## config.mk

```make
export PLATFORM = sky130hd
export DESIGN_NAME = uart_baud_gen
export DESIGN_NICKNAME = d
export VERILOG_FILES = /design/src/rtl/uart_baud_gen.sv
export SDC_FILE = /design/constraint.sdc
export NUM_CORES = 1
export LEC_CHECK = 0
export CAP_MARGIN = 0
export CORE_MARGIN = 8
export CORE_UTILIZATION = 45
export DETAILED_ROUTE_END_ITERATION = 16
export GPL_TIMING_DRIVEN = 0
export PLACE_DENSITY_LB_ADDON = 0.2
export SLEW_MARGIN = 20
export SYNTH_ARGS = -nofsm -noshare
export SYNTH_HDL_FRONTEND = slang
export SYNTH_SLANG_ARGS = --single-unit
```

## constraint.sdc

```tcl
create_clock -name clk -period 3.4 [get_ports clk]
set_input_delay 0.34 -clock clk [delete_from_list [all_inputs] [get_ports clk]]
set_output_delay 0.34 -clock clk [all_outputs]
set_load 0.1 [all_outputs]
```

## src/rtl/uart_baud_gen.sv

```systemverilog
// -----------------------------------------------------------------------------
// uart_baud_gen
//
// Purpose:
//    Fractional-N baud-rate generator for a UART. The block produces an
//    oversample tick (tick_ovs) every brd_int (+ fractional carry) clock
//    cycles. From that tick it derives:
//       - tick_mid  : the mid-bit tick, used by the RX sampler
//       - tick_baud : the bit-rate tick, used by the TX shifter
//
// Configuration macro:
//    UART_BAUD_FRACTIONAL_EN
//       defined   : the fractional accumulator and carry path are built.
//       undefined : brd_frac is ignored and the period is max(brd_int,1).
//
// Ports:
//    clk        in   1            single clock, rising edge
//    reset      in   1            synchronous, active-low reset
//    en         in   1            count enable; low freezes all counters
//    brd_int    in   DIV_W        integer divisor (clk cycles per ovs tick)
//    brd_frac   in   FRAC_W       fractional divisor (1/2^FRAC_W cycle units)
//    brd_load   in   1            strobe: capture divisor and restart
//    tick_ovs   out  1            oversample-rate pulse
//    tick_mid   out  1            mid-bit pulse
//    tick_baud  out  1            bit-rate pulse
//    ovs_cnt    out  $clog2(OVS)  current oversample phase
// -----------------------------------------------------------------------------
module uart_baud_gen #(
   parameter int               DIV_W       = 16,
   parameter int               FRAC_W      = 4,
   parameter int               OVS         = 16,
   parameter logic [DIV_W-1:0] DEFAULT_BRD = 16'd27
) (
   input  logic                    clk,
   input  logic                    reset,
   input  logic                    en,
   input  logic [DIV_W-1:0]        brd_int,
   input  logic [FRAC_W-1:0]       brd_frac,
   input  logic                    brd_load,
   output logic                    tick_ovs,
   output logic                    tick_mid,
   output logic                    tick_baud,
   output logic [$clog2(OVS)-1:0]  ovs_cnt
);

   localparam int               CNT_W        = $clog2(OVS);
   localparam logic [CNT_W-1:0] OVS_LAST     = CNT_W'(OVS - 1);
   localparam logic [CNT_W-1:0] OVS_MID_PREV = CNT_W'(OVS / 2 - 1);

   logic [DIV_W-1:0] brd_act_q, brd_act_d;
   logic [DIV_W-1:0] div_cnt_q, div_cnt_d;
   logic [CNT_W-1:0] ovs_cnt_q, ovs_cnt_d;
   logic             tick_ovs_q, tick_ovs_d;
   logic             tick_mid_q, tick_mid_d;
   logic             tick_baud_q, tick_baud_d;

   logic [DIV_W-1:0] eff_int_s;
   logic             carry_s;
   logic [DIV_W:0]   last_s;
   logic             term_s;

   // Effective divisor: a programmed zero behaves as one (tick every cycle)
   always_comb begin
      if (brd_act_q == {DIV_W{1'b0}}) begin
         eff_int_s = DIV_W'(1);
      end else begin
         eff_int_s = brd_act_q;
      end
   end

   // Terminal count is P-1 with P = eff_int + carry; one extra bit so that
   // P = 2^DIV_W (max divisor plus carry) cannot overflow.
   assign last_s = {1'b0, eff_int_s} + {{DIV_W{1'b0}}, carry_s} - (DIV_W + 1)'(1);
   assign term_s = ({1'b0, div_cnt_q} == last_s);

   // Next-state for divisor, counters and tick pulses; load beats counting
   always_comb begin
      brd_act_d   = brd_act_q;
      div_cnt_d   = div_cnt_q;
      ovs_cnt_d   = ovs_cnt_q;
      tick_ovs_d  = 1'b0;
      tick_mid_d  = 1'b0;
      tick_baud_d = 1'b0;
      if (brd_load) begin
         brd_act_d = brd_int;
         div_cnt_d = {DIV_W{1'b0}};
         ovs_cnt_d = {CNT_W{1'b0}};
      end else if (en) begin
         if (term_s) begin
            div_cnt_d   = {DIV_W{1'b0}};
            // OVS is a power of two, so the add wraps OVS-1 -> 0 naturally
            ovs_cnt_d   = ovs_cnt_q + CNT_W'(1);
            tick_ovs_d  = 1'b1;
            tick_baud_d = (ovs_cnt_q == OVS_LAST);
            tick_mid_d  = (ovs_cnt_q == OVS_MID_PREV);
         end else begin
            div_cnt_d = div_cnt_q + DIV_W'(1);
         end
      end else begin
         div_cnt_d = div_cnt_q;
         ovs_cnt_d = ovs_cnt_q;
      end
   end

   // State registers; reset abandons any period in progress
   always_ff @(posedge clk) begin
      if (!reset) begin
         brd_act_q   <= DEFAULT_BRD;
         div_cnt_q   <= {DIV_W{1'b0}};
         ovs_cnt_q   <= {CNT_W{1'b0}};
         tick_ovs_q  <= 1'b0;
         tick_mid_q  <= 1'b0;
         tick_baud_q <= 1'b0;
      end else begin
         brd_act_q   <= brd_act_d;
         div_cnt_q   <= div_cnt_d;
         ovs_cnt_q   <= ovs_cnt_d;
         tick_ovs_q  <= tick_ovs_d;
         tick_mid_q  <= tick_mid_d;
         tick_baud_q <= tick_baud_d;
      end
   end

`ifdef UART_BAUD_FRACTIONAL_EN
   logic [FRAC_W-1:0] frac_act_q, frac_act_d;
   logic [FRAC_W-1:0] frac_acc_q, frac_acc_d;
   logic              carry_q, carry_d;
   logic [FRAC_W:0]   frac_sum_s;

   assign frac_sum_s = {1'b0, frac_acc_q} + {1'b0, frac_act_q};
   // The carry used for this period was produced at the previous tick
   assign carry_s    = carry_q;

   // Fractional accumulator advances once per oversample tick
   always_comb begin
      frac_act_d = frac_act_q;
      frac_acc_d = frac_acc_q;
      carry_d    = carry_q;
      if (brd_load) begin
         frac_act_d = brd_frac;
         frac_acc_d = {FRAC_W{1'b0}};
         carry_d    = 1'b0;
      end else if (en && term_s) begin
         frac_acc_d = frac_sum_s[FRAC_W-1:0];
         carry_d    = frac_sum_s[FRAC_W];
      end else begin
         frac_acc_d = frac_acc_q;
         carry_d    = carry_q;
      end
   end

   // Fractional state registers
   always_ff @(posedge clk) begin
      if (!reset) begin
         frac_act_q <= {FRAC_W{1'b0}};
         frac_acc_q <= {FRAC_W{1'b0}};
         carry_q    <= 1'b0;
      end else begin
         frac_act_q <= frac_act_d;
         frac_acc_q <= frac_acc_d;
         carry_q    <= carry_d;
      end
   end
`else
   logic unused_frac_s;

   // Integer-only build: no carry, brd_frac has no effect
   assign carry_s       = 1'b0;
   assign unused_frac_s = ^brd_frac;
`endif

   assign tick_ovs  = tick_ovs_q;
   assign tick_mid  = tick_mid_q;
   assign tick_baud = tick_baud_q;
   assign ovs_cnt   = ovs_cnt_q;

endmodule

```

Yosys cells after proc, flatten, opt, wreduce, memory -nomap -nowiden
Cells that the tools add are included.
{ "word_totals": {"regBits": 39, "input_bits": 24, "elab_cells": 23} }
{ "op_classes": {"n_addsub": 3, "n_eq_ne": 3, "mux": 3, "bitwise_logic": 3, "reduce_logical": 5} }
{ "op_table": {"columns": ["cell", "count"], "rows": [
  ["$mux W16", 2],
  ["$eq A16 B17 Y1", 1],
  ["$sub A16 B1 Y17 const B", 1],
  ["$add A16 B1 Y16 const B", 1],
  ["$logic_not A16 Y1", 1],
  ["$add A4 B1 Y4 const B", 1],
  ["$eq A4 B3 Y1 const B", 1],
  ["$eq A4 B4 Y1 const B", 1],
  ["$reduce_or A4 Y1", 1],
  ["$not A1 Y1", 3],
  ["$reduce_or A3 Y1", 1],
  ["$reduce_and A2 Y1", 1],
  ["$reduce_or A2 Y1", 1],
  ["$mux W1", 1]
]} }

Depth between registers and ports, before layout
Gate-level depths: netlist of the first run.
{ "depth": {"ltp_word": 6, "ltp_mapped": 13, "ltp_nobuf": 11} }

Least setup slack after synthesis of the first run
Ideal clock, no wire load.
{ "synth_path": {"path_kind": "reg-to-reg", "from": "register brd_act_q[8]", "to": "register div_cnt_q[7]", "setup_time_ns": 0.115, "arrival_ns": 3.162, "required_time_ns": 3.285, "setup_slack_ns": 0.123, "path_stages_with_launch": 14, "path_cell_list": "dfxtp_1 > buf_2 > nor4_2 > nand4_1 > nor2b_1 > ha_1 > xnor2_1 > xnor2_1 > a211o_1 > or4_4 > nor4_4 > a41o_2 > buf_6 > nor2_1"} }
{ "synth_via": {"elab_chain_len": 5} }
{ "synth_rtl": {"columns": ["element", "line_no", "text"], "rows": [
  ["from (decl)", "50", "logic [DIV_W-1:0] brd_act_q, brd_act_d;"],
  ["from (signal assigned)", "115", "brd_act_q <= brd_act_d;"],
  ["$logic_not A16 Y1", "64", "if (brd_act_q == {DIV_W{1'b0}}) begin"],
  ["$mux W16 *", "64", null],
  ["$sub A16 B1 Y17 *", "73", "assign last_s = {1'b0, eff_int_s} + {{DIV_W{1'b0}}, carry_s} - (DIV_W + 1)'(1);"],
  ["$eq A16 B17 Y1 *", "74", "assign term_s = ({1'b0, div_cnt_q} == last_s);"],
  ["$mux W16 *", "89", "if (term_s) begin"],
  ["to (signal assigned)", "109", "div_cnt_q <= {DIV_W{1'b0}};"],
  ["to (signal assigned)", "116", "div_cnt_q <= div_cnt_d;"],
  ["to (decl)", "51", "logic [DIV_W-1:0] div_cnt_q, div_cnt_d;"]
]} }
Mark *: on every way between the ends. The rest lies on a longest branch, timed or not.
A chain may end at the register's enable or synchronous reset.

Worst setup path after layout of the first run
{ "layout_path": {"from": "register brd_act_q[8]", "to": "register div_cnt_q[1]"} }
The elaborated chain is that of the path after synthesis.

==> results of run 1 <==
critical path: stages, from the launching register on:
cell and delay (ps):
dfxtp_1 310, buf_4 170, nor4_4 50, nand4_1 90, nor2b_1 160, ha_2 220, or3b_4 430, nor4_4 160
mux2i_1 130, or4_4 550, nor4_4 180, buf_4 200, a21oi_1 70, a311o_1 330
what timing repair did:
item | CTS | global route
setup buffers | 4 | 2
pin swaps | 4 | 4
setup endpoints to repair | 23 | 23
resized for setup | 13 | 10
placed cells by master (no fill, tap or decap), types with 12 or more instances in the layout:
master	count
nand3_1	13
nor2_1	27
nand2_1	19
xor2_1	13
clkdlybuf4s50_1	24
nor2b_1	16
xnor2_1	15
dfxtp_2	12
dfxtp_1	27
mux2i_1	21
per-stage QoR:
| step | TNS (ps) | hold WS, ps | power [mW] |
|---|---|---|---|
| 2_1_floorplan | 0 | 468 | 0.588 |
| 3_3_place_gp | -4910 | 472 | 0.630 |
| 3_5_place_dp | -4610 | 465 | 0.632 |
| 4_1_cts | 0 | 478 | 0.987 |
| 5_1_grt | 0 | 542 | 1.03 |
| 6_report | 0 | 507 | 0.985 |
cell families (layout without fill, tap and decap cells):
group / count (synthesis) / in the layout / synth area share
AND/OR/NAND/NOR: 118 / 118 / 0.310
adder cells (fa/ha/maj): 3 / 3 / 0.0164
XOR/XNOR: 29 / 29 / 0.111
buffers and inverters: 14 / 51 / 0.0302
AO/OA/AOI/OAI: 29 / 29 / 0.0926
multiplexers: 22 / 22 / 0.0970
flip-flops: 39 / 39 / 0.342
worst max-delay path by stage:
stage	start	end	slack (ps)	depth (start not counted)
final	brd_act_q[8]	div_cnt_q[1]	240	13
after global routing	brd_act_q[1]	tick_mid	20	12
after CTS	brd_act_q[8]	div_cnt_q[1]	2	13
after detailed placement	brd_act_q[8]	div_cnt_q[14]	-310	13
after global placement	brd_act_q[12]	div_cnt_q[14]	-310	12
after floorplan	brd_act_q[8]	div_cnt_q[7]	120	13
state kept, by name, indices dropped and copies added (netlist names):
name and flops:
brd_act_q 16, div_cnt_q 16, ovs_cnt 4, tick_baud 1, tick_mid 1, tick_ovs 1
metal layers:
layer  vias up  GRT usage  share of wire
li1        981          -              -
met1       877      0.193           0.50
met2        42      0.224           0.44
met3        11     0.0321          0.036
met4         0     0.0703          0.027
met5         -          0              0
area by class of cell:
class / count / area [um^2] / area share
Sequential cell: 39 / 796 / 0.281
Tap cell: 70 / 87.6 / 0.0309
Inverter: 5 / 18.8 / 0.00662
Buffer: 8 / 48.8 / 0.0172
Multi-Input combinational cell: 201 / 1500 / 0.528
Clock buffer: 8 / 100 / 0.0353
Timing Repair Buffer: 30 / 285 / 0.101
report_power, final:
| group | internal [mW] | switching, mW |
|---|---|---|
| Clock | 0.185 | 0.160 |
| Combinational | 0.0752 | 0.0683 |
| Sequential | 0.471 | 0.0249 |
==> results.py, run 1 <==
metrics = {
    "final_layout": {
        "finalInstanceArea_um2": 2830,
        "nFillCells": 491,
        "finish.utilization": 0.566,
        "final_nets": 317,
        "instances_no_fill": 361,
        "drive_gt1_frac": 0.165,
        "antenna_cells": 0,
        "syn2layout_area_growth_pct": 24.2,
    },
    "critical_path": {
        "r2r_start": "brd_act_q[8]",
        "r2r-end": "div_cnt_q[1]",
        "r2r_cells": 13,
        "startpoint_type": "register",
        "r2r_slack_ps": 240,
        "cp_max_fo": 8,
        "cp.required_ps": 3590,
        "crit_path_end_kind": "register",
        "setup.worst_path.class": "register to register",
        "arrival_ps": 3350,
    },
    "synthesis": {
        "ys.flop_type": "dfxtp_1",
        "yosysMostFrequentCell": "dfxtp_1",
        "synth_common_cells": "dfxtp_1, nor2_1, mux2i_1, nand2_1",
        "yosysSeqAreaShare": 0.342,
        "syn_area_per_cell_um2": 8.98,
        "synth_top_area_frac": 0.342,
        "synth_area_leader_cell": "dfxtp_1",
        "synthArstFlopShare": 0,
        "synth_nets": 281,
        "synth_edf_count": 0,
        "synth_area_leaders": "dfxtp_1, mux2i_1, xnor2_1, xor2_1, nor2_1",
        "syn_inst": 254,
        "ys_types": 47,
        "ys_warn_count": 0,
        "syn-cell-area_um2": 2280,
        "ys_ff_latch": 39,
    },
    "clock_network": {
        "numCtsBuffers": 5,
        "clk_path_buf_depth": 2,
        "clkLatencyLatePin_ps": 290,
        "cts_sinks": 39,
        "cts_tree": "yes",
        "ctsHoldBuffers": 0,
        "cts_max_level": 2,
        "cts_root_buffer": "clkbuf_8",
        "clkSlewWorstSetupHoldPaths_ps": 80,
    },
    "global_routing": {
        "grt_pass1_wl_um": 8880,
        "grtUsageTotal": 0.148,
        "grt_pass1_vias": 1877,
        "grt_max_degree": 12,
        "grt_antenna_before_repair": 0,
        "grt-ovfl-total": 0,
    },
    "floorplan": {
        "core.rowCount": 26,
        "start_util": 0.456,
        "coreArea_um2": 5010,
        "io_pins": 31,
        "die-area_um2": 7610,
        "dieHeight_um": 87.2,
        "die_x_um": 87.2,
    },
    "detailed_routing": {
        "routed_wl_um": 5240,
        "drtIter0Drc": 98,
        "drt-pass1-iter-count": 4,
        "antenna_left": 0,
        "via_count": 1911,
        "vias_per_cell": 5.29,
        "drcViolationCount": 0,
        "wl_per_cell_um": 14.5,
    },
    "pwr": {
        "peakVddDrop_mv": 0.193,
        "p_per_area_nw_per_um2": 348,
        "leakage_nw": 1.03,
    },
    "hold_path": {
        "worstHoldStart": "ovs_cnt[1]",
        "holdPathEnd": "ovs_cnt[1]",
        "hp-class": "register to register",
        "hold_depth": 2,
    },
    "sta": {
        "skew_ps": 7.83,
        "finalCritPeriodShare": 0.930,
        "grt_setup_unrepaired": "no",
        "relSlewSlack": 0.351,
        "maxSlewViolCount": 0,
        "hold_viol": 0,
        "setup_ws_ps": 238,
        "fmax_mhz": 316,
        "layout_min_cycle_time_ps": 3160,
        "worst_pin_slew_ps": 971,
        "finalSetupViolCount": 0,
    },
    "place": {
        "dp.cells": 348,
        "hpwl_um": 3760,
        "dp_slack_ps": -309,
        "port_buffers": 24,
        "gp_congestion": 0.880,
        "placed_area_um2": 2610,
    },
    "run_status": {
        "outcome": "finished clean",
    },
    "flow_run": {
        "max_cap_viol_count": 0,
    },
}
No activity file was read; power rests on OpenSTA's default activity.
==> run 2, diff against run 1 <==
- CAP_MARGIN: 0 -> not set
- SETUP_SLACK_MARGIN: not set -> 0.4
==> run 2 against run 1 <==
  * Critical path depth stayed put
  * Total power shrank 3.5%
  * Critical endpoint is now div_cnt_q[6]
  * Clock skew shrank 1.2 ps
  * Highest routed layer unchanged
  * Global-route usage hardly changed
==> results.py, run 2 (synthesized netlist as in run 1, its figures left out) <==
metrics = {
    "run_status": {
        "outcome": "finished clean",
    },
    "critical_path": {
        "crit_path_end_kind": "register",
        "path_common_cell": "nor4_4",
        "crit_start": "brd_act_q[7]",
        "setup.worst_path.class": "register to register",
        "crit_buf_inv": 2,
        "slowest_delay_ps": 490,
        "r2r_start": "brd_act_q[7]",
        "crit_family": "simple AND/OR/NAND/NOR gates",
        "cp.required_ps": 3580,
        "startpoint_type": "register",
        "cp_cell_sequence": "buf_8, nor4_4, nand4_1, nor2b_4, ha_4, xnor2_2, xnor2_1, a211o_1, or4_4, nor4_4, a41o_2, buf_6, nor2_2",
        "arrival_ps": 3260,
        "critPathSlowestCell": "or4_4",
        "cp_max_fo": 5,
    },
    "clock_network": {
        "clkLatencyLatePin_ps": 290,
        "cts_max_level": 2,
        "ctsHoldBuffers": 0,
        "clkSlewWorstSetupHoldPaths_ps": 70,
        "clk_path_buf_depth": 2,
        "cts_sinks": 39,
        "numCtsBuffers": 5,
        "cts_tree": "yes",
        "cts_root_buffer": "clkbuf_8",
    },
    "sta": {
        "hold_viol": 0,
        "skew_ps": 6.65,
        "maxSlewViolCount": 0,
        "timing.hold.ws_ps": 494,
        "relSlewSlack": 0.352,
        "finalSetupViolCount": 0,
        "fmax_mhz": 325,
        "finalCritPeriodShare": 0.906,
        "finalSetupTns_ps": 0,
        "worst_pin_slew_ps": 968,
        "grt_setup_unrepaired": "yes",
        "layout_min_cycle_time_ps": 3080,
    },
    "floorplan": {
        "core.rowCount": 26,
        "die_x_um": 87.2,
        "io_pins": 31,
        "coreArea_um2": 5010,
        "dieHeight_um": 87.2,
        "die-area_um2": 7610,
        "start_util": 0.456,
    },
    "global_routing": {
        "grt_pass1_wl_um": 8980,
        "grt_pass1_vias": 1923,
        "grt_max_degree": 12,
        "grt_antenna_before_repair": 0,
        "grtUsageTotal": 0.148,
        "grt-ovfl-total": 0,
    },
    "detailed_routing": {
        "drtIter0Drc": 103,
        "drcViolationCount": 0,
        "wl_per_cell_um": 14.4,
        "routed_wl_um": 5330,
        "drt-pass1-iter-count": 4,
        "antenna_left": 0,
        "vias_per_cell": 5.39,
        "via_count": 1993,
    },
    "pwr": {
        "power.internal_uw": 698,
        "power_frac_seq": 0.519,
        "switching_power_uw": 253,
        "leakage_nw": 1.09,
        "peakVddDrop_mv": 0.171,
        "p_per_area_nw_per_um2": 321,
        "p_clk_frac": 0.314,
        "comb_power_share": 0.167,
        "p_sw_frac": 0.266,
        "power_uw": 950,
    },
    "final_layout": {
        "antenna_cells": 0,
        "layout_commonest_cell": "dfxtp_1",
        "layout_common_cells": "dfxtp_1, clkdlybuf4s50_1, mux2i_1",
        "finalInstanceArea_um2": 2960,
        "finish.utilization": 0.591,
        "syn2layout_area_growth_pct": 29.7,
        "ff_latch_area_um2": 811,
        "nFillCells": 459,
        "multi_input_area_um2": 1540,
        "drive_gt1_frac": 0.223,
        "final_nets": 326,
    },
    "place": {
        "gp_congestion": 0.878,
        "hpwl_um": 3760,
        "placed_area_um2": 2620,
        "port_buffers": 24,
    },
    "flow_run": {
        "max_cap_viol_count": 0,
    },
    "hold_path": {
        "worstHoldStart": "ovs_cnt[3]",
        "hp-class": "register to register",
    },
}
[run 2: cell count changes in the layout (fill, tap and decap cells not counted), sizes merged]
| cell | before | now |
|---|---|---|
| clkbuf | 11 | 10 |
| clkinv | 0 | 1 |
| buf | 11 | 20 |
[run 2: final timing paths]
| check | endpoint | slack (ps) | cells after the start |
|---|---|---|---|
| worst min register to register | tick_mid | 490 | 1 |
| worst min-delay path | tick_mid | 490 | 1 |
| worst max-delay path | div_cnt_q[6] | 320 | 13 |
| worst max register to register | div_cnt_q[6] | 320 | 13 |
[run 2: cell type report]
class,instances,area share
Clock buffer,7,0.0258
Buffer,9,0.0228
Clock inverter,1,0.00169
Inverter,5,0.00634
Multi-Input combinational cell,201,0.521
Timing Repair Buffer,38,0.119
Sequential cell,39,0.274
Tap cell,70,0.0296
[run 2: power by group through the flow]
stage | Clock, mW | Combinational, mW | Sequential, mW
after CTS | 0.311 | 0.150 | 0.494
final | 0.298 | 0.159 | 0.493
after floorplan | 0 | 0.0956 | 0.495
after global placement | 0 | 0.134 | 0.499
after global routing | 0.327 | 0.173 | 0.496
after detailed placement | 0 | 0.135 | 0.500
[run 2: what timing repair did]
action,4_1_cts,5_1_grt
pin swaps,15,10
setup endpoints to repair,23,23
setup buffers,8,5
gates cloned,1,0
gates resized for setup,20,27
[run 2: through the flow]
| stage | setup slack [ps] | cells |
|---|---|---|
| after global routing | 215 | 370 |
| after detailed placement | -307 | 348 |
| after floorplan | 187 | 254 |
| final | 319 | 370 |
| after global placement | -277 | 348 |
| after CTS | 146 | 365 |
[run 2: routing by layer]
metal	vias up	GRT usage	wire length, um
met3	7	0.0396	309
met4	0	0.0531	85
met2	54	0.237	2480
met5	-	0	0
met1	928	0.185	2460
li1	1004	-	-
==> run 3, diff against run 2 <==
- CORE_MARGIN: 8 -> 2
==> run 3 against run 2 <==
  * Clock-buffer cell count grew 1
  * Clock skew decreased by 1.5 ps
  * Register-to-register slack got worse by 30 ps
  * Wire length fell by 4.4%
  * Die area shrank 26%
  * Flip-flop and latch count unchanged
  * Non-clock buffer count shrank 1
  * Clock power is 15% higher
  * Hold slack gained 15 ps
  * Total power increased by 4.0%
==> results.py, run 3 (synthesized netlist as in run 1, its figures left out) <==
metrics = {
    "clock_network": {
        "cts_sinks": 39,
        "cts_tree": "yes",
        "cts_root_buffer": "clkbuf_8",
        "cts_max_level": 2,
        "clkSlewWorstSetupHoldPaths_ps": 70,
        "clkLatencyLatePin_ps": 290,
        "clk_path_buf_depth": 2,
        "numCtsBuffers": 5,
    },
    "floorplan": {
        "core.rowCount": 25,
        "io_pins": 31,
        "dieHeight_um": 75.2,
        "start_util": 0.474,
        "die-area_um2": 5660,
        "die_x_um": 75.2,
        "coreArea_um2": 4820,
    },
    "sta": {
        "finalSetupTns_ps": 0,
        "finalSetupViolCount": 0,
        "relSlewSlack": 0.355,
        "grt_setup_unrepaired": "yes",
        "skew_ps": 5.13,
        "worst_pin_slew_ps": 964,
        "setup_ws_ps": 287,
        "layout_min_cycle_time_ps": 3110,
        "finalCritPeriodShare": 0.916,
        "fmax_mhz": 321,
        "maxSlewViolCount": 0,
        "hold_viol": 0,
    },
    "global_routing": {
        "grtUsageTotal": 0.193,
        "grt_pass1_vias": 1846,
        "grt_max_degree": 12,
        "grt_antenna_before_repair": 0,
        "grt-ovfl-total": 0,
        "grt_pass1_wl_um": 8270,
    },
    "pwr": {
        "switching_power_uw": 253,
        "p_per_area_nw_per_um2": 337,
        "leakage_nw": 1.09,
        "p_clk_frac": 0.347,
        "power_frac_seq": 0.500,
        "power.internal_uw": 736,
        "comb_power_share": 0.154,
        "power_uw": 988,
        "p_sw_frac": 0.256,
        "peakVddDrop_mv": 0.143,
    },
    "place": {
        "dp_slack_ps": -280,
        "dp.cells": 345,
        "gp_congestion": 0.852,
        "hpwl_um": 3530,
        "port_buffers": 24,
    },
    "critical_path": {
        "crit_path_end_kind": "register",
        "setup.worst_path.class": "register to register",
        "arrival_ps": 3300,
        "startpoint_type": "register",
        "cp.required_ps": 3580,
        "r2r_slack_ps": 290,
        "cp_max_fo": 3,
    },
    "final_layout": {
        "layout_commonest_cell": "dfxtp_1",
        "layout_common_cells": "dfxtp_1, nor2_1, clkdlybuf4s50_1",
        "syn2layout_area_growth_pct": 28.6,
        "instances_no_fill": 366,
        "antenna_cells": 0,
        "final_nets": 325,
        "finish.utilization": 0.609,
        "drive_gt1_frac": 0.187,
    },
    "detailed_routing": {
        "wl_per_cell_um": 13.9,
        "via_count": 1956,
        "drcViolationCount": 0,
        "drt-pass1-iter-count": 4,
        "routed_wl_um": 5100,
        "vias_per_cell": 5.34,
        "drtIter0Drc": 89,
        "antenna_left": 0,
    },
    "flow_run": {
        "max_cap_viol_count": 0,
    },
    "run_status": {
        "outcome": "finished clean",
    },
    "hold_path": {
        "hp-class": "register to register",
    },
}
[run 3: power by group through the flow]
stage          Combinational, mW  Sequential [mW]  Clock, mW
2_1_floorplan             0.0956            0.495          0
3_5_place_dp               0.134            0.500          0
3_3_place_gp               0.133            0.499          0
4_1_cts                    0.149            0.493      0.353
6_report                   0.152            0.494      0.343
5_1_grt                    0.166            0.496      0.365
[run 3: worst max-delay path, stage by stage (launching register included)]
cell and delay, ps:
dfxtp_2 320, clkbuf_8 130, nor4_4 300, nand4_1 160, buf_4 170, buf_6 110, buf_6 100, buf_6 100
buf_6 100, mux2_4 290, or4_4 520, nor4_4 190, buf_4 180, a21oi_2 50, a311o_1 270
[run 3: cell type report]
cell class / instances / area, um^2
timing repair buffer: 37 / 357
tap: 67 / 83.8
multi-input combinational: 201 / 1520
buffer: 9 / 66.3
sequential: 39 / 795
fill: 438 / 1880
clock buffer: 8 / 100
inverter: 5 / 18.8
[run 3: what timing repair did]
action,CTS,global route
pin swaps,16,1
hold buffers,0,0
gates resized for setup,26,6
setup buffers,13,0
endpoints found under the setup margin,23,23
[run 3: final timing paths]
kind	start	endpoint	depth (start not counted)
setup reg to reg	brd_act_q[7]	div_cnt_q[1]	14
hold reg to reg	ovs_cnt[1]	ovs_cnt[1]	2
hold / removal	ovs_cnt[1]	ovs_cnt[1]	2
setup / recovery	brd_act_q[7]	div_cnt_q[1]	14
[run 3: stage by stage]
| stage | area, um^2 | hold slack [ps] |
|---|---|---|
| floorplan | 2290 | 468 |
| global placement | 2620 | 473 |
| detailed placement | 2620 | 468 |
| CTS | 2910 | 486 |
| global route | 2940 | 533 |
| finish | 2940 | 509 |
[run 3: routing by layer]
layer | track usage | up-vias | routed length (um)
li1 | - | 999 | -
met1 | 0.253 | 904 | 2430
met5 | 0 | - | 0
met2 | 0.304 | 42 | 2300
met4 | 0.0838 | 0 | 125
met3 | 0.0442 | 11 | 236
